## config.mk

```make
export PLATFORM = sky130hd
export DESIGN_NAME = id_issue_scoreboard
export DESIGN_NICKNAME = d
export VERILOG_FILES = /design/src/rtl/id_issue_scoreboard_pkg.sv /design/src/rtl/id_issue_scoreboard_wb_port_arbiter.sv /design/src/rtl/id_issue_scoreboard.sv
export SDC_FILE = /design/constraint.sdc
export NUM_CORES = 1
export LEC_CHECK = 0
export CAP_MARGIN = 20
export CORE_UTILIZATION = 51
export CTS_CLUSTER_SIZE = 14
export DETAILED_ROUTE_END_ITERATION = 12
export HOLD_SLACK_MARGIN = 0.1
export PLACE_DENSITY = 0.86
export SETUP_SLACK_MARGIN = 0.15
export SLEW_MARGIN = 20
export SYNTH_ARGS = -nofsm -noshare
export SYNTH_HDL_FRONTEND = slang
export SYNTH_HIERARCHICAL = 1
export SYNTH_SLANG_ARGS = --single-unit
```

## constraint.sdc

```tcl
create_clock -name clk -period 9.8 [get_ports clk]
set_clock_uncertainty 0.05 [all_clocks]
set_input_delay 2.94 -clock clk [delete_from_list [all_inputs] [get_ports clk]]
set_output_delay 2.94 -clock clk [all_outputs]
set_load 0.05 [all_outputs]
```

## src/rtl/id_issue_scoreboard_pkg.sv

```systemverilog
// Shared constants and the write-port request payload for the decode issue controller.
package id_issue_scoreboard_pkg;

   localparam int unsigned REG_ADDR_W = 5;
   localparam int unsigned NUM_REGS   = 32;
   localparam int unsigned XLEN       = 32;

   localparam logic [0:0] ARB_NORMAL = 1'b0;
   localparam logic [0:0] ARB_DRAIN  = 1'b1;

   typedef struct packed {
      logic                  valid;
      logic [REG_ADDR_W-1:0] addr;
      logic [XLEN-1:0]       data;
   } wr_req_t;

endpackage

```

## src/rtl/id_issue_scoreboard_wb_port_arbiter.sv

```systemverilog
// Register-file write-port arbiter: pipe writeback first, long unit otherwise,
// with a starvation FSM that asks decode to bubble when the long unit waits too long.
module id_issue_scoreboard_wb_port_arbiter
   import id_issue_scoreboard_pkg::*;
#(
   parameter int unsigned STARVE_LIMIT = 8,
   parameter int unsigned CNT_W        = 4
) (
   input  logic                  clk,
   input  logic                  rst,
   input  wr_req_t               wb_req,
   input  wr_req_t               lu_req,
   output logic                  lu_ready_c,
   output logic                  drain_c,
   output logic                  cap_valid_c,
   output logic [REG_ADDR_W-1:0] cap_addr_c,
   output logic                  reg_file_wr_en,
   output logic [REG_ADDR_W-1:0] reg_file_wr_addr,
   output logic [XLEN-1:0]       reg_file_wr_data
);

   logic [0:0]       state, state_n;
   logic [CNT_W-1:0] starve_cnt, starve_cnt_n;
   wr_req_t          sel;

   // Grant and the write that will be captured at the next edge
   always_comb begin
      lu_ready_c  = lu_req.valid & ~wb_req.valid;
      sel         = wb_req.valid ? wb_req : lu_req;
      cap_valid_c = wb_req.valid | lu_ready_c;
      cap_addr_c  = sel.addr;
      drain_c     = (state == ARB_DRAIN);
   end

   always_comb begin
      state_n      = state;
      starve_cnt_n = starve_cnt;
      case (state)
         ARB_NORMAL: begin
            if (lu_ready_c) begin
               starve_cnt_n = '0;
            end else if (lu_req.valid) begin
               if (starve_cnt != CNT_W'(STARVE_LIMIT))
                  starve_cnt_n = starve_cnt + CNT_W'(1);
               if (starve_cnt_n == CNT_W'(STARVE_LIMIT))
                  state_n = ARB_DRAIN;
            end
         end
         ARB_DRAIN: begin
            // Either the long unit got its slot or it gave up; start a fresh episode
            if (lu_ready_c || !lu_req.valid) begin
               state_n      = ARB_NORMAL;
               starve_cnt_n = '0;
            end
         end
         default: begin
            state_n      = ARB_NORMAL;
            starve_cnt_n = '0;
         end
      endcase
   end

   always_ff @(posedge clk) begin
      if (rst) begin
         state      <= ARB_NORMAL;
         starve_cnt <= '0;
      end else begin
         state      <= state_n;
         starve_cnt <= starve_cnt_n;
      end
   end

   // Registered write port, one cycle behind the request
   always_ff @(posedge clk) begin
      if (rst) begin
         reg_file_wr_en   <= 1'b0;
         reg_file_wr_addr <= '0;
         reg_file_wr_data <= '0;
      end else begin
         reg_file_wr_en <= cap_valid_c;
         if (cap_valid_c) begin
            reg_file_wr_addr <= sel.addr;
            reg_file_wr_data <= sel.data;
         end
      end
   end

endmodule

```

## src/rtl/id_issue_scoreboard.sv

```systemverilog
// Decode issue controller: pending-write scoreboard for RAW/WAW stalls plus
// arbitration of the single register-file write port.
module id_issue_scoreboard
   import id_issue_scoreboard_pkg::*;
#(
   parameter int unsigned STARVE_LIMIT = 8,
   parameter int unsigned MAX_LONG     = 4,
   parameter int unsigned CNT_W        = 4
) (
   input  logic                  clk,
   input  logic                  rst,
   input  logic                  id_valid,
   input  logic                  id_flush,
   input  logic [REG_ADDR_W-1:0] id_rs1,
   input  logic [REG_ADDR_W-1:0] id_rs2,
   input  logic [REG_ADDR_W-1:0] id_rd,
   input  logic                  id_use_rs1,
   input  logic                  id_use_rs2,
   input  logic                  id_wb_reg_file,
   input  logic                  id_long,
   output logic                  id_stall,
   output logic                  id_issue,
   input  logic                  wb_valid,
   input  logic [REG_ADDR_W-1:0] wb_addr,
   input  logic [XLEN-1:0]       wb_data,
   input  logic                  lu_valid,
   input  logic [REG_ADDR_W-1:0] lu_addr,
   input  logic [XLEN-1:0]       lu_data,
   output logic                  lu_ready,
   output logic                  reg_file_wr_en,
   output logic [REG_ADDR_W-1:0] reg_file_wr_addr,
   output logic [XLEN-1:0]       reg_file_wr_data
);

   logic [NUM_REGS-1:0]   pending, pending_n;
   logic [CNT_W-1:0]      long_cnt, long_cnt_n;
   logic                  hazard;
   logic                  drain_c, cap_valid_c;
   logic [REG_ADDR_W-1:0] cap_addr_c;
   wr_req_t               wb_req, lu_req;

   always_comb begin
      wb_req = '{valid: wb_valid, addr: wb_addr, data: wb_data};
      lu_req = '{valid: lu_valid, addr: lu_addr, data: lu_data};
   end

   id_issue_scoreboard_wb_port_arbiter #(
      .STARVE_LIMIT (STARVE_LIMIT),
      .CNT_W        (CNT_W)
   ) u_arb (
      .clk              (clk),
      .rst              (rst),
      .wb_req           (wb_req),
      .lu_req           (lu_req),
      .lu_ready_c       (lu_ready),
      .drain_c          (drain_c),
      .cap_valid_c      (cap_valid_c),
      .cap_addr_c       (cap_addr_c),
      .reg_file_wr_en   (reg_file_wr_en),
      .reg_file_wr_addr (reg_file_wr_addr),
      .reg_file_wr_data (reg_file_wr_data)
   );

   // Hazard detection and issue decision
   always_comb begin
      hazard = (id_use_rs1 & pending[id_rs1])
             | (id_use_rs2 & pending[id_rs2])
             | (id_wb_reg_file & pending[id_rd])
             | (id_long & (long_cnt == CNT_W'(MAX_LONG)));
      id_stall = id_valid & ~id_flush & (hazard | drain_c);
      id_issue = id_valid & ~id_flush & ~id_stall;
   end

   // Release on captured write, then claim on issue so a same-cycle set wins
   always_comb begin
      pending_n = pending;
      if (cap_valid_c)
         pending_n[cap_addr_c] = 1'b0;
      if (id_issue && id_wb_reg_file && (id_rd != '0))
         pending_n[id_rd] = 1'b1;
      pending_n[0] = 1'b0;

      long_cnt_n = long_cnt;
      case ({id_issue & id_long, lu_ready})
         2'b10:   long_cnt_n = long_cnt + CNT_W'(1);
         2'b01:   if (long_cnt != '0) long_cnt_n = long_cnt - CNT_W'(1);
         default: long_cnt_n = long_cnt;
      endcase
   end

   always_ff @(posedge clk) begin
      if (rst) begin
         pending  <= '0;
         long_cnt <= '0;
      end else begin
         pending  <= pending_n;
         long_cnt <= long_cnt_n;
      end
   end

   a_lu_has_owner: assert property (@(posedge clk) disable iff (rst)
      lu_valid |-> (long_cnt != '0))
      else $error("long-unit return with no outstanding long op");

endmodule

```

* Yosys cells after proc, flatten, opt, wreduce, memory -nomap -nowiden
Cells that the tools add are included.
Storage, ports and cells: register bits 79, latch bits 0, memory bits (writable) 0, memory bits (read-only) 0, bits of input ports 99, word-level logic and storage cells 85, memories 0
Operators by class: add/subtract/negate cells 3, $mul 0, divide/modulo/power cells 0, order comparisons 6, equal/unequal tests 8, shifts and indexed selects 0, multiplexer cells 28, bitwise operators 21, reduce and logical (&&, ||, !) cells 11
Operators with widths (count):
- $mux W32 | 2
- $mux W37 | 1
- $and A32 B32 Y32 | 1
- $mux W4 | 8
- $not A32 Y32 | 1
- $or A32 B32 Y32 | 1
- $lt A5 B6 Y1 const B | 4
- $pmux W4 S2 | 2
- $bmux W1 S5 | 3
- $demux W1 S5 | 2
- $ge A5 B1 Y1 const B | 2
- $and A1 B1 Y1 | 9
- $mux W1 | 9
- $add A4 B1 Y4 const B | 2
- $or A1 B1 Y1 | 5
- $reduce_bool A5 Y1 | 1
- $eq A4 B3 Y1 const B | 1
- $eq A4 B4 Y1 const B | 1
- $logic_and A1 B1 Y1 | 4
- $ne A2 B2 Y1 const B | 2
- $ne A4 B4 Y1 const B | 1
- $not A1 Y1 | 4
- $reduce_and A2 Y1 | 2
- $reduce_bool A4 Y1 | 1
- 8 further kinds | 8

* Logic depth before layout (Yosys ltp)
Gate-level depths: netlist (run 1).
depth in word-level cells 14, gate-level depth with buffers 15, mapped depth without buffers 13

* Modules after synthesis
The synthesis (run 1) kept the hierarchy.
Modules (own cells, without submodules):
- id_issue_scoreboard | instances 1, cells an instance 288, area an instance 2570.0 um^2
- id_issue_scoreboard_wb_port_arbiter | instances 1, cells an instance 244, area an instance 2083.2 um^2

* Least setup slack after synthesis (run 1)
Ideal clock, no wire load.
kind input to output, start input port id_rs1[1], end output port id_issue, data arrival time 5208 ps, data required time 6810 ps, slack 1602 ps, cell stages on the path 7, buffers on the path 1, cells stage by stage clkbuf_1 > mux4_2 > mux4_2 > nand3_1 > o21ai_2 > nor4_4 > and2_1
Between the ends: word-level cells in the longest chain between the ends 10
Ends and longest elaborated chain:
- from (decl) | line id_issue_scoreboard.sv:14 | input logic [REG_ADDR_W-1:0] id_rs1,
- $bmux W1 S5 | line id_issue_scoreboard.sv:66 | hazard = (id_use_rs1 & pending[id_rs1])
- $mux W1 (implied by the code) | line id_issue_scoreboard.sv:66
- $and A1 B1 Y1 | line id_issue_scoreboard.sv:66
- $or A1 B1 Y1 | line id_issue_scoreboard.sv:67 | | (id_use_rs2 & pending[id_rs2])
- $or A1 B1 Y1 | line id_issue_scoreboard.sv:68 | | (id_wb_reg_file & pending[id_rd])
- $or A1 B1 Y1 | line id_issue_scoreboard.sv:69 | | (id_long & (long_cnt == CNT_W'(MAX_LONG)));
- $or A1 B1 Y1 | line id_issue_scoreboard.sv:70 | id_stall = id_valid & ~id_flush & (hazard | drain_c);
- $and A1 B1 Y1 | line id_issue_scoreboard.sv:70
- $not A1 Y1 | line id_issue_scoreboard.sv:71 | id_issue = id_valid & ~id_flush & ~id_stall;
- $and A1 B1 Y1 | line id_issue_scoreboard.sv:71
- to (decl) | line id_issue_scoreboard.sv:22 | output logic id_issue,
Every way passes these cells. The select of a mux whose other input is x is not followed.

* Worst setup path in the final report (run 1)
start input port id_rs2[0], end output port id_issue
Between the ends: word-level cells in the longest chain between the ends 10
Ends and longest elaborated chain:
- from (decl) | line id_issue_scoreboard.sv:15 | input logic [REG_ADDR_W-1:0] id_rs2,
- $bmux W1 S5 | line id_issue_scoreboard.sv:67
- $mux W1 (implied by the code) | line id_issue_scoreboard.sv:67
- $and A1 B1 Y1 | line id_issue_scoreboard.sv:67
- $or A1 B1 Y1 | line id_issue_scoreboard.sv:67
- $or A1 B1 Y1 | line id_issue_scoreboard.sv:68
- $or A1 B1 Y1 | line id_issue_scoreboard.sv:69
- $or A1 B1 Y1 | line id_issue_scoreboard.sv:70
- $and A1 B1 Y1 | line id_issue_scoreboard.sv:70
- $not A1 Y1 | line id_issue_scoreboard.sv:71
- $and A1 B1 Y1 | line id_issue_scoreboard.sv:71
Every way passes these cells. The select of a mux whose other input is x is not followed.

==> flow_summary.toml, run 1 <==
[cells_and_area]
drive_gt1_share_pct = 9.538
fin_area_mm2 = 0.006162
area_growth_pct = 32.43
num-fill-cells = 657
post-route-util_pct = 70.32
diodes = 0
nets = 749
multi_input_area_mm2 = 0.002798
regArea_mm2 = 0.001562

[clock_network]
clk_pin_slew_ns = 0.07
cts_num_sinks = 78
cts_tree = "yes"
clock_latency_ns = 0.34
holdBufCountCts = 0
root_buffer = "clkbuf_8"
post_cts_buffers = 0
clock_path_buffers = 2
postCtsResizedCells = 0
numCtsBuffers = 9
ctsHtreeMaxLevel = 3

[timing]
max_freq_mhz = 108.6
fin_setup_tns_ns = 0
finalSetupViolations = 0
finalMaxSlewViolations = 0
rsz0062_at_grt = "false"
final_hold_viol_count = 0
worst_slew_pin_slew_ns = 0.7475
fin_crit_ns = 9.211
period_share_pct = 93.99
hold_slack_ns = 0.4531
worst_slew_margin_rel_pct = 49.86

[die]
die-area_mm2 = 0.009510
placementRows = 34
core_area_mm2 = 0.008763
start_util_pct = 53.10
die_h_um = 97.52
die_width_um = 97.52
io_pins = 140

[placed_design]
portBuffers = 139
place_congestion = 0.9810
dpl.hpwl_um = 10470
place_area_mm2 = 0.005972

[detailed_routing]
ant_nets = 0
vias = 4635
wire_per_inst_um = 18.46
initialDrtViolationCount = 367
route.detailed.drc = 0
drt_pre_antenna_iters = 5
viasPerCell = 6.115
routed_wl_um = 13990

[power_and_ir_drop]
p_int_uw = 533.3
p_per_area_mw_per_mm2 = 124.7
power_frac_clock_pct = 30.2
p_comb_share_pct = 25.8
p_total_uw = 768.4
leakage_uw = 0.002339
ir_drop_uv = 93.29
p_sw_uw = 235.1
p_sw_share_pct = 30.59
power_frac_seq_pct = 44.0

[setup_path]
r2r_cells = 13
end_kind = "primary output"
crit_fanout = 9
required_ns = 6.81
critical_path_class = "input pin to primary output"
r2r-start = "pending[24]"
crit_family = "buffers and inverters"
rrSetupSlack_ns = 6.03
worstPathArrival_ns = 6.22
critPathBufInv = 2
setup.worst_path.start_class = "input pin"
crit_top_cell = "clkdlybuf4s50_1"
cp_slowest_stage_delay_ns = 0.79
slowest_stage = "clkdlybuf4s50_1"
crit_chain = "clkdlybuf4s50_1, mux4_2, and3b_1, o41ai_1, a31oi_1, nor4_4, and2_1, clkdlybuf4s50_1"
worstReg2RegEnd = "long_cnt[3]"

[global_route]
grt_max_degree = 74
grt-ovfl-total = 0
grt_pass1_wl_um = 22790
grtUsageTotal_pct = 29.66
grt_pass1_vias = 4653
antenna_found_initial = 0

[yosys]
async_reset_ff_share_pct = 0
yosysTopAreaCell = "dfxtp_1"
synth.yosys.warnings = 6
synth.distinct_cells = 65
synth_ff_type = "dfxtp_1"
synth_nets = 636
avgSynthCellArea_um2 = 8.747
synth_area_leaders = "dfxtp_1, mux2i_1, mux4_2"
yosysMostFrequentCell = "nor2_1"
synth_cells = 532
netlist_area_mm2 = 0.004653
synth_common_cells = "nor2_1, dfxtp_1, mux2i_1"
yosysTopAreaCellShare_pct = 33.56
ys_ff_latch = 78
seq_area_frac_synth_pct = 33.56
synth_edf_count = 0

[min_path]
hp-class = "register to register"
min_path_cells = 2
min-delay-start = "u_arb/reg_file_wr_addr[4]"
hold_end = "u_arb/reg_file_wr_addr[4]"

[job]
cap_violations = 0

[status]
status = "complete, no violations"
through the flow:
step,cells,worst slack (ns)
finish,758,0.5888
global route,758,0.3648
CTS,758,0.5529
detailed placement,742,0.5479
global placement,742,0.5876
floorplan,532,1.602
registers in the layout, indices dropped and copies added (netlist names):
name                    count
u_arb/drain_c               1
u_arb/reg_file_wr_data     32
pending                    31
u_arb/reg_file_wr_addr      5
long_cnt                    4
u_arb/starve_cnt            4
u_arb/reg_file_wr_en        1
layer usage:
metal / GRT usage [%] / vias to the layer above / part of all wire (%)
met3: 10.58 / 42 / 12
met5: 0 / - / 0
met2: 48.09 / 265 / 46
li1: - / 2152 / -
met4: 11.31 / 0 / 3.1
met1: 35.92 / 2176 / 39
how the worst max path moves through the flow:
| stage | start | endpoint | slack [ns] | cells after the start |
|---|---|---|---|---|
| floorplan | id_rs1[1] | id_issue | 1.60 | 7 |
| global placement | id_rs2[0] | id_issue | 0.59 | 8 |
| detailed placement | id_rs2[0] | id_issue | 0.55 | 8 |
| CTS | id_rs2[0] | id_issue | 0.55 | 8 |
| global route | id_rs2[0] | id_stall | 0.36 | 9 |
| finish | id_rs2[0] | id_issue | 0.59 | 8 |
tightest hold or removal path, cell delays in order, from the launching register on:
cell and delay [ns]:
dfxtp_1 0.33, mux2i_1 0.07, nor2_1 0.07
power by group through the flow:
stage                     Combinational (uW)  Clock (uW)  Sequential (uW)
final                                    198         232              338
after global routing                     212         251              340
after CTS                                197         236              338
after detailed placement                 196           0              345
after global placement                   191           0              345
after floorplan                         84.3           0              380
layout by cell type, fill, tap and decap left out, drive strengths merged, types with 3 or more instances in the layout:
cell type | Yosys | final
ha | 4 | 4
inv | 14 | 14
clkdlybuf4s50 | 0 | 136
mux4 | 15 | 15
nand3 | 20 | 20
nand2 | 25 | 25
nand3b | 6 | 6
clkbuf | 19 | 10
clkinvlp | 0 | 3
nor3 | 8 | 8
mux2 | 10 | 10
a21oi | 38 | 38
nor2b | 10 | 10
mux2i | 58 | 58
o21ai | 32 | 32
nand4 | 3 | 3
o211ai | 17 | 17
nor2 | 83 | 83
nor4 | 6 | 6
nand2b | 5 | 5
clkinv | 1 | 3
buf | 24 | 9
dfxtp | 78 | 78
or2 | 3 | 3
o32ai | 6 | 6
a31oi | 5 | 5
or3b | 4 | 4
nor3b | 6 | 6
layout make-up:
| type | instances | share of cell area, % |
|---|---|---|
| well taps | 108 | 2.193 |
| inverters | 15 | 0.9137 |
| multi-input cells | 396 | 45.40 |
| clock inverters | 6 | 1.015 |
| clock buffers | 10 | 2.071 |
| flip-flops and latches | 78 | 25.34 |
| repair buffers | 145 | 23.07 |
cells by family after synthesis:
group           synth area share (%)
fa+ha+maj                      1.506
mux                            22.16
xor+xnor                      0.5648
buf+inv                        6.319
simple gates                   20.14
compound gates                 15.76
flops                          33.56
Note: power is estimated with default switching activity, not from simulation.
==> run 2: changes to the inputs <==
ABC_CLOCK_PERIOD_IN_PS = 9800   (was not set)
CORE_UTILIZATION = 45   (was 51)
DONT_BUFFER_PORTS = 1   (was not set)
PLACE_DENSITY = not set   (was 0.86)
==> run 2 against run 1 <==
Compared with the run above: power fell by 9.6%; hold slack improved by 0.017 ns; maximum frequency rose by 13%; final cell count fell by 16%; critical path type unchanged.
==> flow_summary.toml, run 2 (synthesis gave the netlist of run 1 again) <==
[clock_network]
holdBufCountCts = 0
clk_pin_slew_ns = 0.09
clock_latency_ns = 0.35
post_cts_buffers = 0
clock_path_buffers = 2
root_buffer = "clkbuf_8"
numCtsBuffers = 9
ctsHtreeMaxLevel = 3
cts_tree = "yes"
postCtsResizedCells = 0
cts_num_sinks = 78

[detailed_routing]
initialDrtViolationCount = 280
vias = 3884
wire_per_inst_um = 18.34
drt_pre_antenna_iters = 5
ant_nets = 0
viasPerCell = 6.088
routed_wl_um = 11700
route.detailed.drc = 0

[power_and_ir_drop]
p_total_uw = 694.3
leakage_uw = 0.001792
ir_drop_uv = 78.73
p_per_area_mw_per_mm2 = 145.1

[cells_and_area]
fin_area_mm2 = 0.004786
largest_reg_flops = 32
final_cell_mix = "nor2_1, dfxtp_1, mux2i_1"
area_growth_pct = 2.850
top_regs = "u_arb/reg_file_wr_data: 32 flops, pending: 31 flops, u_arb/reg_file_wr_addr: 5 flops"
top_register = "u_arb/reg_file_wr_data"
mostFrequentLayoutCell = "nor2_1"
drive_gt1_share_pct = 10.69
diodes = 0
nets = 605

[die]
start_util_pct = 46.96
die-area_mm2 = 0.01075
die_width_um = 103.7
io_pins = 140
die_h_um = 103.7
placementRows = 36
core_area_mm2 = 0.009910

[timing]
max_freq_mhz = 122.3
finalMaxSlewViolations = 0
finalSetupViolations = 0
period_share_pct = 83.43
worst_slew_pin_slew_ns = 0.9195
fin_setup_tns_ns = 0
hold_slack_ns = 0.4703
worst_slew_margin_rel_pct = 38.57
final_hold_viol_count = 0
fin_crit_ns = 8.176
rsz0062_at_grt = "false"

[placed_design]
portBuffers = 0
place_congestion = 0.9452
dpl.hpwl_um = 8655
place_area_mm2 = 0.004589

[setup_path]
cp_slowest_stage_delay_ns = 0.54
required_ns = 6.81
r2r_cells = 13
critPathBufInv = 0
crit_chain = "mux4_2, and3b_1, o41ai_1, a31oi_1, nor4_4, and2_1"
end_kind = "primary output"
slowest_stage = "nor4_4"
crit_fanout = 10
worstPathArrival_ns = 5.19
rrSetupSlack_ns = 5.99
setup.worst_path.start_class = "input pin"
worstReg2RegEnd = "long_cnt[3]"
r2r-start = "pending[29]"
critical_path_class = "input pin to primary output"
crit_family = "simple AND/OR/NAND/NOR gates"

[status]
status = "complete, no violations"

[min_path]
min_path_cells = 2
hold_end = "long_cnt[2]"
hp-class = "register to register"
min-delay-start = "long_cnt[2]"

[global_route]
grt_max_degree = 75
grt_pass1_wl_um = 18550
antenna_found_initial = 0
grtUsageTotal_pct = 21.58
grt-ovfl-total = 0
grt_pass1_vias = 3549

[job]
cap_violations = 0
## run 2: cell types whose count changed in the layout (fill, tap and decap cells not counted), sizes merged
cell,before,now
clkdlybuf4s50,136,0
buf,9,1
clkinv,3,2
clkinvlp,3,2
inv,14,15
## run 2: area by class of cell
| type | instances | area (um^2) |
|---|---|---|
| clock buffer | 10 | 137.6 |
| fill | 961 | 5124 |
| tap | 133 | 166.4 |
| sequential | 78 | 1562 |
| multi-input combinational | 396 | 2798 |
| inverter | 15 | 56.30 |
| timing repair buffer | 1 | 7.507 |
| clock inverter | 5 | 58.81 |
## run 2: where the power goes
part / switching [uW] / leakage [uW] / total (uW) / internal (uW)
logic: 40.5 / 0.00106 / 76.1 / 35.6
clock network: 118 / 0.0000948 / 242 / 124
registers: 46.5 / 0.000638 / 376 / 330
total: 206 / 0.00179 / 694 / 489
## run 2: tightest hold or removal path, stage by stage (launching register included)
cell     delay, ns
dfxtp_1       0.35
nand2_1       0.07
o32ai_1       0.06
## run 2: routing by layer
layer  vias up  track usage, %  share of wire [%]
met4         0           7.449                1.4
met1      1818           26.94                 42
met2       185           35.71                 47
met5         -               0                  0
met3        19           6.042                8.9
li1       1862               -                  -
## run 2: how the worst max path moves through the flow
stage                   start        to  slack [ns]  cells after the start
floorplan           id_rs1[1]  id_issue        1.60                      7
global placement    id_rs2[0]  id_issue        1.66                      6
detailed placement  id_rs2[0]  id_issue        1.60                      6
CTS                 id_rs2[0]  id_issue        1.61                      6
global route        id_rs2[0]  id_issue        1.50                      6
finish              id_rs2[0]  id_issue        1.62                      6
## run 2: stage by stage
step	cells	utilization, %	setup WS (ns)
finish	638	48.30	1.624
global route	638	48.30	1.502
detailed placement	623	46.31	1.596
global placement	623	46.31	1.662
CTS	638	48.30	1.611
floorplan	532	-	1.602
